==> config.mk <==
export PLATFORM = sky130hd
export DESIGN_NAME = aes256_stream_ctrl
export DESIGN_NICKNAME = d
export VERILOG_FILES = /design/src/rtl/aes256_pkg.sv /design/src/rtl/aes256_stream_ctrl.sv
export SDC_FILE = /design/constraint.sdc
export NUM_CORES = 1
export LEC_CHECK = 0
export BUFFER_PORTS_ARGS = -buffer_cell sky130_fd_sc_hd__buf_2
export CAP_MARGIN = 20
export CORE_AREA = 2 2 419 421
export CTS_CLUSTER_SIZE = 14
export DETAILED_ROUTE_END_ITERATION = 8
export DIE_AREA = 0 0 421 423
export GPL_TIMING_DRIVEN = 0
export PLACE_DENSITY_LB_ADDON = 0.05
export SYNTH_ARGS = -nofsm -noshare
export SYNTH_HDL_FRONTEND = slang
export SYNTH_SLANG_ARGS = --single-unit
==> constraint.sdc <==
create_clock -name clk -period 2.35 [get_ports clk]
set_input_delay 0.1175 -clock clk [delete_from_list [all_inputs] [get_ports clk]]
set_output_delay 0.1175 -clock clk [all_outputs]
set_load 0.01 [all_outputs]
==> src/rtl/aes256_pkg.sv <==
// Shared constants for the AES-256 stream controller: widths, modes, error bits and
// controller state encoding.
package aes256_pkg;

    localparam int unsigned AES_BLK_W = 128;
    localparam int unsigned AES_KEY_W = 256;

    localparam logic MODE_ENC = 1'b0;
    localparam logic MODE_DEC = 1'b1;

    localparam int unsigned ERR_TIMEOUT = 0;
    localparam int unsigned ERR_KEY     = 1;
    localparam int unsigned ERR_W       = 2;

    typedef logic [1:0] ctrl_state_t;

    localparam ctrl_state_t StIdle  = 2'd0;
    localparam ctrl_state_t StIssue = 2'd1;
    localparam ctrl_state_t StWait  = 2'd2;
    localparam ctrl_state_t StHold  = 2'd3;

endpackage

==> src/rtl/aes256_stream_ctrl.sv <==
// Host-side controller for the AES-256 core: accepts one block, starts the core, waits for
// done with a timeout and returns the result over a back-pressured stream.
module aes256_stream_ctrl
    import aes256_pkg::*;
#(
    parameter int unsigned TIMEOUT_CYCLES = 64,
    parameter int unsigned CNT_W          = 32
) (
    input  logic                 clk,
    input  logic                 rst_n,

    input  logic                 key_load_i,
    input  logic [AES_KEY_W-1:0] key_i,

    input  logic                 s_valid_i,
    output logic                 s_ready_o,
    input  logic [AES_BLK_W-1:0] s_data_i,
    input  logic                 s_mode_i,

    output logic                 m_valid_o,
    input  logic                 m_ready_i,
    output logic [AES_BLK_W-1:0] m_data_o,
    output logic                 m_mode_o,

    output logic                 core_start_o,
    output logic                 core_mode_o,
    output logic [AES_BLK_W-1:0] core_data_o,
    output logic [AES_KEY_W-1:0] core_key_o,
    input  logic [AES_BLK_W-1:0] core_data_i,
    input  logic                 core_valid_i,
    input  logic                 core_busy_i,

    output logic [ERR_W-1:0]     err_o,
    input  logic                 err_clr_i,
    output logic [CNT_W-1:0]     blk_cnt_o
);

    localparam int unsigned TmoW = (TIMEOUT_CYCLES > 2) ? $clog2(TIMEOUT_CYCLES) : 1;
    localparam logic [TmoW-1:0] TmoLast = TmoW'(TIMEOUT_CYCLES - 1);

    ctrl_state_t            state_q,  state_d;
    logic [AES_KEY_W-1:0]   key_q,    key_d;
    logic [AES_BLK_W-1:0]   data_q,   data_d;
    logic                   mode_q,   mode_d;
    logic [AES_BLK_W-1:0]   m_data_q, m_data_d;
    logic                   m_mode_q, m_mode_d;
    logic                   m_valid_q, m_valid_d;
    logic [ERR_W-1:0]       err_q,    err_d;
    logic [CNT_W-1:0]       cnt_q,    cnt_d;
    logic [TmoW-1:0]        tmo_q,    tmo_d;
    logic                   start;

    always_comb begin
        state_d   = state_q;
        key_d     = key_q;
        data_d    = data_q;
        mode_d    = mode_q;
        m_data_d  = m_data_q;
        m_mode_d  = m_mode_q;
        m_valid_d = m_valid_q;
        cnt_d     = cnt_q;
        tmo_d     = tmo_q;
        start     = 1'b0;
        // Clear first so a same-cycle error event still lands.
        err_d     = err_clr_i ? '0 : err_q;

        if (key_load_i) begin
            if (state_q == StIdle) begin
                key_d = key_i;
            end else begin
                err_d[ERR_KEY] = 1'b1;
            end
        end

        case (state_q)
            StIdle: begin
                if (s_valid_i) begin
                    data_d  = s_data_i;
                    mode_d  = s_mode_i;
                    state_d = StIssue;
                end
            end
            StIssue: begin
                if (!core_busy_i) begin
                    start   = 1'b1;
                    tmo_d   = '0;
                    state_d = StWait;
                end
            end
            StWait: begin
                tmo_d = tmo_q + TmoW'(1);
                // A done pulse on the last allowed cycle still counts as success.
                if (core_valid_i) begin
                    m_data_d  = core_data_i;
                    m_mode_d  = mode_q;
                    m_valid_d = 1'b1;
                    cnt_d     = cnt_q + CNT_W'(1);
                    state_d   = StHold;
                end else if (tmo_q == TmoLast) begin
                    err_d[ERR_TIMEOUT] = 1'b1;
                    state_d            = StIdle;
                end
            end
            StHold: begin
                if (m_ready_i) begin
                    m_valid_d = 1'b0;
                    state_d   = StIdle;
                end
            end
            default: state_d = StIdle;
        endcase
    end

    always_ff @(posedge clk) begin
        if (!rst_n) begin
            state_q   <= StIdle;
            key_q     <= '0;
            data_q    <= '0;
            mode_q    <= MODE_ENC;
            m_data_q  <= '0;
            m_mode_q  <= MODE_ENC;
            m_valid_q <= 1'b0;
            err_q     <= '0;
            cnt_q     <= '0;
            tmo_q     <= '0;
        end else begin
            state_q   <= state_d;
            key_q     <= key_d;
            data_q    <= data_d;
            mode_q    <= mode_d;
            m_data_q  <= m_data_d;
            m_mode_q  <= m_mode_d;
            m_valid_q <= m_valid_d;
            err_q     <= err_d;
            cnt_q     <= cnt_d;
            tmo_q     <= tmo_d;
        end
    end

    assign s_ready_o    = (state_q == StIdle);
    assign core_start_o = start;
    assign core_mode_o  = mode_q;
    assign core_data_o  = data_q;
    assign core_key_o   = key_q;
    assign m_valid_o    = m_valid_q;
    assign m_data_o     = m_data_q;
    assign m_mode_o     = m_mode_q;
    assign err_o        = err_q;
    assign blk_cnt_o    = cnt_q;

endmodule

==> results.md <==
- Hold WS: 0.147 ns
- Synth top area cells: dfxtp_1 57%, nand2_1 20%, a21oi_1 14%
- Post-place instance area: 0.0278 mm^2
- Routed Antenna Nets: 0
- Post-synthesis cell type count: 37
- DRC viols: 0
- Hold/Removal Path Class: input port to flip-flop
- Core area: 0.173 mm^2
- Post-DP HPWL: 109000 um
- Syn Area/Cell: 7.85 um^2
- Drt first pass iters: 4
- Critical Path RT: 2.94 ns
- Fin cells: 6556
- PortBufs: 1071
- Commonest cells after routing, fill and taps aside: 1077 x buf_2, 1049 x nand2_1, 555 x dfxtp_1
- Initial antenna violation count: 15
- CP Class: flip-flop to flip-flop
- CP arrival: 2.78 ns
- Clk_lat worst skew: 0.68 ns
- Flops & latches, synth: 557
- Leakage: 0.0155 uW
- Cell Pwr Density: 753 mW/mm^2
- Final Skew: 0.0195 ns
- # placed instances: 5882
- Vias in the first global route: 24477
- Filler instances: 19823
- CTS tree: built
- Mapped Nets: 3006
- FMAX: 456 MHz
- Startpoint Class: flip-flop
- Commonest non-fill, non-tap cell in the layout: buf_2
- Die height: 423 um
- Global route overflow: 0
- Ys Warns: 0
- Number of synthesized flops with an enable pin: 0
- Primary FF master, synth: dfxtp_1
- Synth top area share: 57.2%
- Min Tclk post-route: 2.20 ns
- Root Driver: clkbuf_16
- RePlAce Congestion: 0.820
- Clk buf depth: 3
- CTS buffer count: 82
- Critical-path maximum fanout: 10
- Total wire length: 136000 um
- Tightest Pin Transition: 1.02 ns
- Via count: 22987
- Clk sinks: 557
- Synth async-reset ratio: 0%
- Vias/cell: 3.51
- Final core occ: 20.7%
- Post-Synthesis Cells: 2483
- Pin count of the biggest net entering global routing: 12
- # nets final: 4683
- First-pass GRT wire length: 190000 um
- Share of layout cells above drive strength 1: 30.2%
- CTS H-tree depth: 3
- Fin crit share: 93.4%
- Slew Viols, Final: 0
- Run status: finished clean
- P&R area growth vs syn: 83.8%
- Slew HR: 31.9%
- Cell taking the most area after synthesis: dfxtp_1
- Rows: 153
- Worst-path clk slew: 0.05 ns
- Maximum vdd drop: 0.514 mV
- Starting density of the core: 11.2%
- Gr usage total: 14.8%
- Final instance area: 0.0358 mm^2
- Endpoint class of the critical path: flip-flop
- Sequential fraction of the synthesis area: 57.2%
- Die width: 421 um
- # setup viols final: 0
- Die ar.: 0.178 mm^2
- RSZ-0062 raised after global routing: true
- Maxcap violations: 0
- First DRT Iteration DRCs: 849
- Mapped cell area: 0.0195 mm^2
- Wire per inst: 20.8 um
- Hold Vio Cnt, Final: 0
- IO Pins: 1072
==> per-layer routing <==
layer	vias up	GRT usage, %	routed length, um
li1	11491	-	-
met1	10778	16.5	54200
met2	577	27.5	71400
met3	139	3.78	7720
met4	2	4.00	2940
met5	-	0	11
==> report_power, final <==
group          internal (uW)  switching (uW)
logic                   1720            2450
registers               9990             291
clock network           7400            5120
total                  19100            7850
==> cells by family (layout without fill, tap and decap cells) <==
| kind of cell | count (synthesis) | after routing | synth area share [%] |
|---|---|---|---|
| AOI/OAI and AO/OA | 577 | 577 | 15.1 |
| xor gates and xnor gates | 12 | 12 | 0.539 |
| adders and majority gates | 2 | 2 | 0.128 |
| buffers and inverters | 190 | 1926 | 3.71 |
| DFF | 557 | 557 | 57.2 |
| other | 0 | 12 | 0 |
| and+or+nand+nor | 1145 | 1145 | 23.3 |
==> state kept, by name, indices dropped and copies added (netlist names) <==
signal / count
core_mode_o: 1
core_key_o: 256
tmo_q: 6
m_valid_o: 1
core_data_o: 128
m_data_o: 128
blk_cnt_o: 32
state_q: 2
m_mode_o: 1
err_o: 2
==> worst max-delay path, stage by stage (launching register included) <==
cell and delay, ns:
dfxtp_1 0.47, ha_4 0.24, inv_1 0.06, or4_4 0.56, buf_6 0.16, or4_1 0.50
a21oi_1 0.14
==> repair_timing <==
item,in CTS,in global routing
endpoints found under the setup margin,489,117
hold endpoints to repair,525,0
resized for setup,58,40
hold buffers,521,0
pin swaps,1,1
setup buffers,1,0
cloned,0,0
==> cells in the mapped netlist (all sizes together), types with 3 or more instances <==
cell    instances
a21oi         548
and2            5
and3            4
and4            7
buf             9
clkbuf        174
dfxtp         557
inv             7
nand2        1049
nand2b          3
nand3          15
nand4           9
nor2           16
nor4            3
o21ai          11
o31ai          12
or3             8
or4            17
xnor2           6
xor2            6
==> worst paths after layout <==
path	from	to	slack, ns	cells after the start
setup / recovery	blk_cnt_o[1]	blk_cnt_o[26]	0.15	6
hold / removal	s_valid_i	state_q[0]	0.15	4
setup reg to reg	blk_cnt_o[1]	blk_cnt_o[26]	0.15	6
hold reg to reg	core_data_o[51]	core_data_o[51]	0.45	2
==> area by class of cell <==
class / count / area, um^2 / area share, %
sequential: 557 / 11200 / 31.1
inverter: 7 / 26.3 / 0.0734
timing repair buffer: 1596 / 10600 / 29.7
clock buffer: 126 / 2460 / 6.87
clock inverter: 17 / 179 / 0.500
antenna: 12 / 30.0 / 0.0839
multi-input combinational: 1736 / 7640 / 21.3
buffer: 180 / 776 / 2.17
tap: 2325 / 2910 / 8.12
==> metrics by stage <==
stage / TNS, ns / total power [uW] / worst slack, ns
2_1_floorplan: 0 / 11900 / 0.251
3_3_place_gp: -420.78 / 14000 / -1.58
3_5_place_dp: -353.01 / 14000 / -1.23
4_1_cts: 0 / 27900 / 0.0109
5_1_grt: -0.00692 / 28500 / -0.00356
6_report: 0 / 27000 / 0.155
Power figures use the tool's default switching activity.
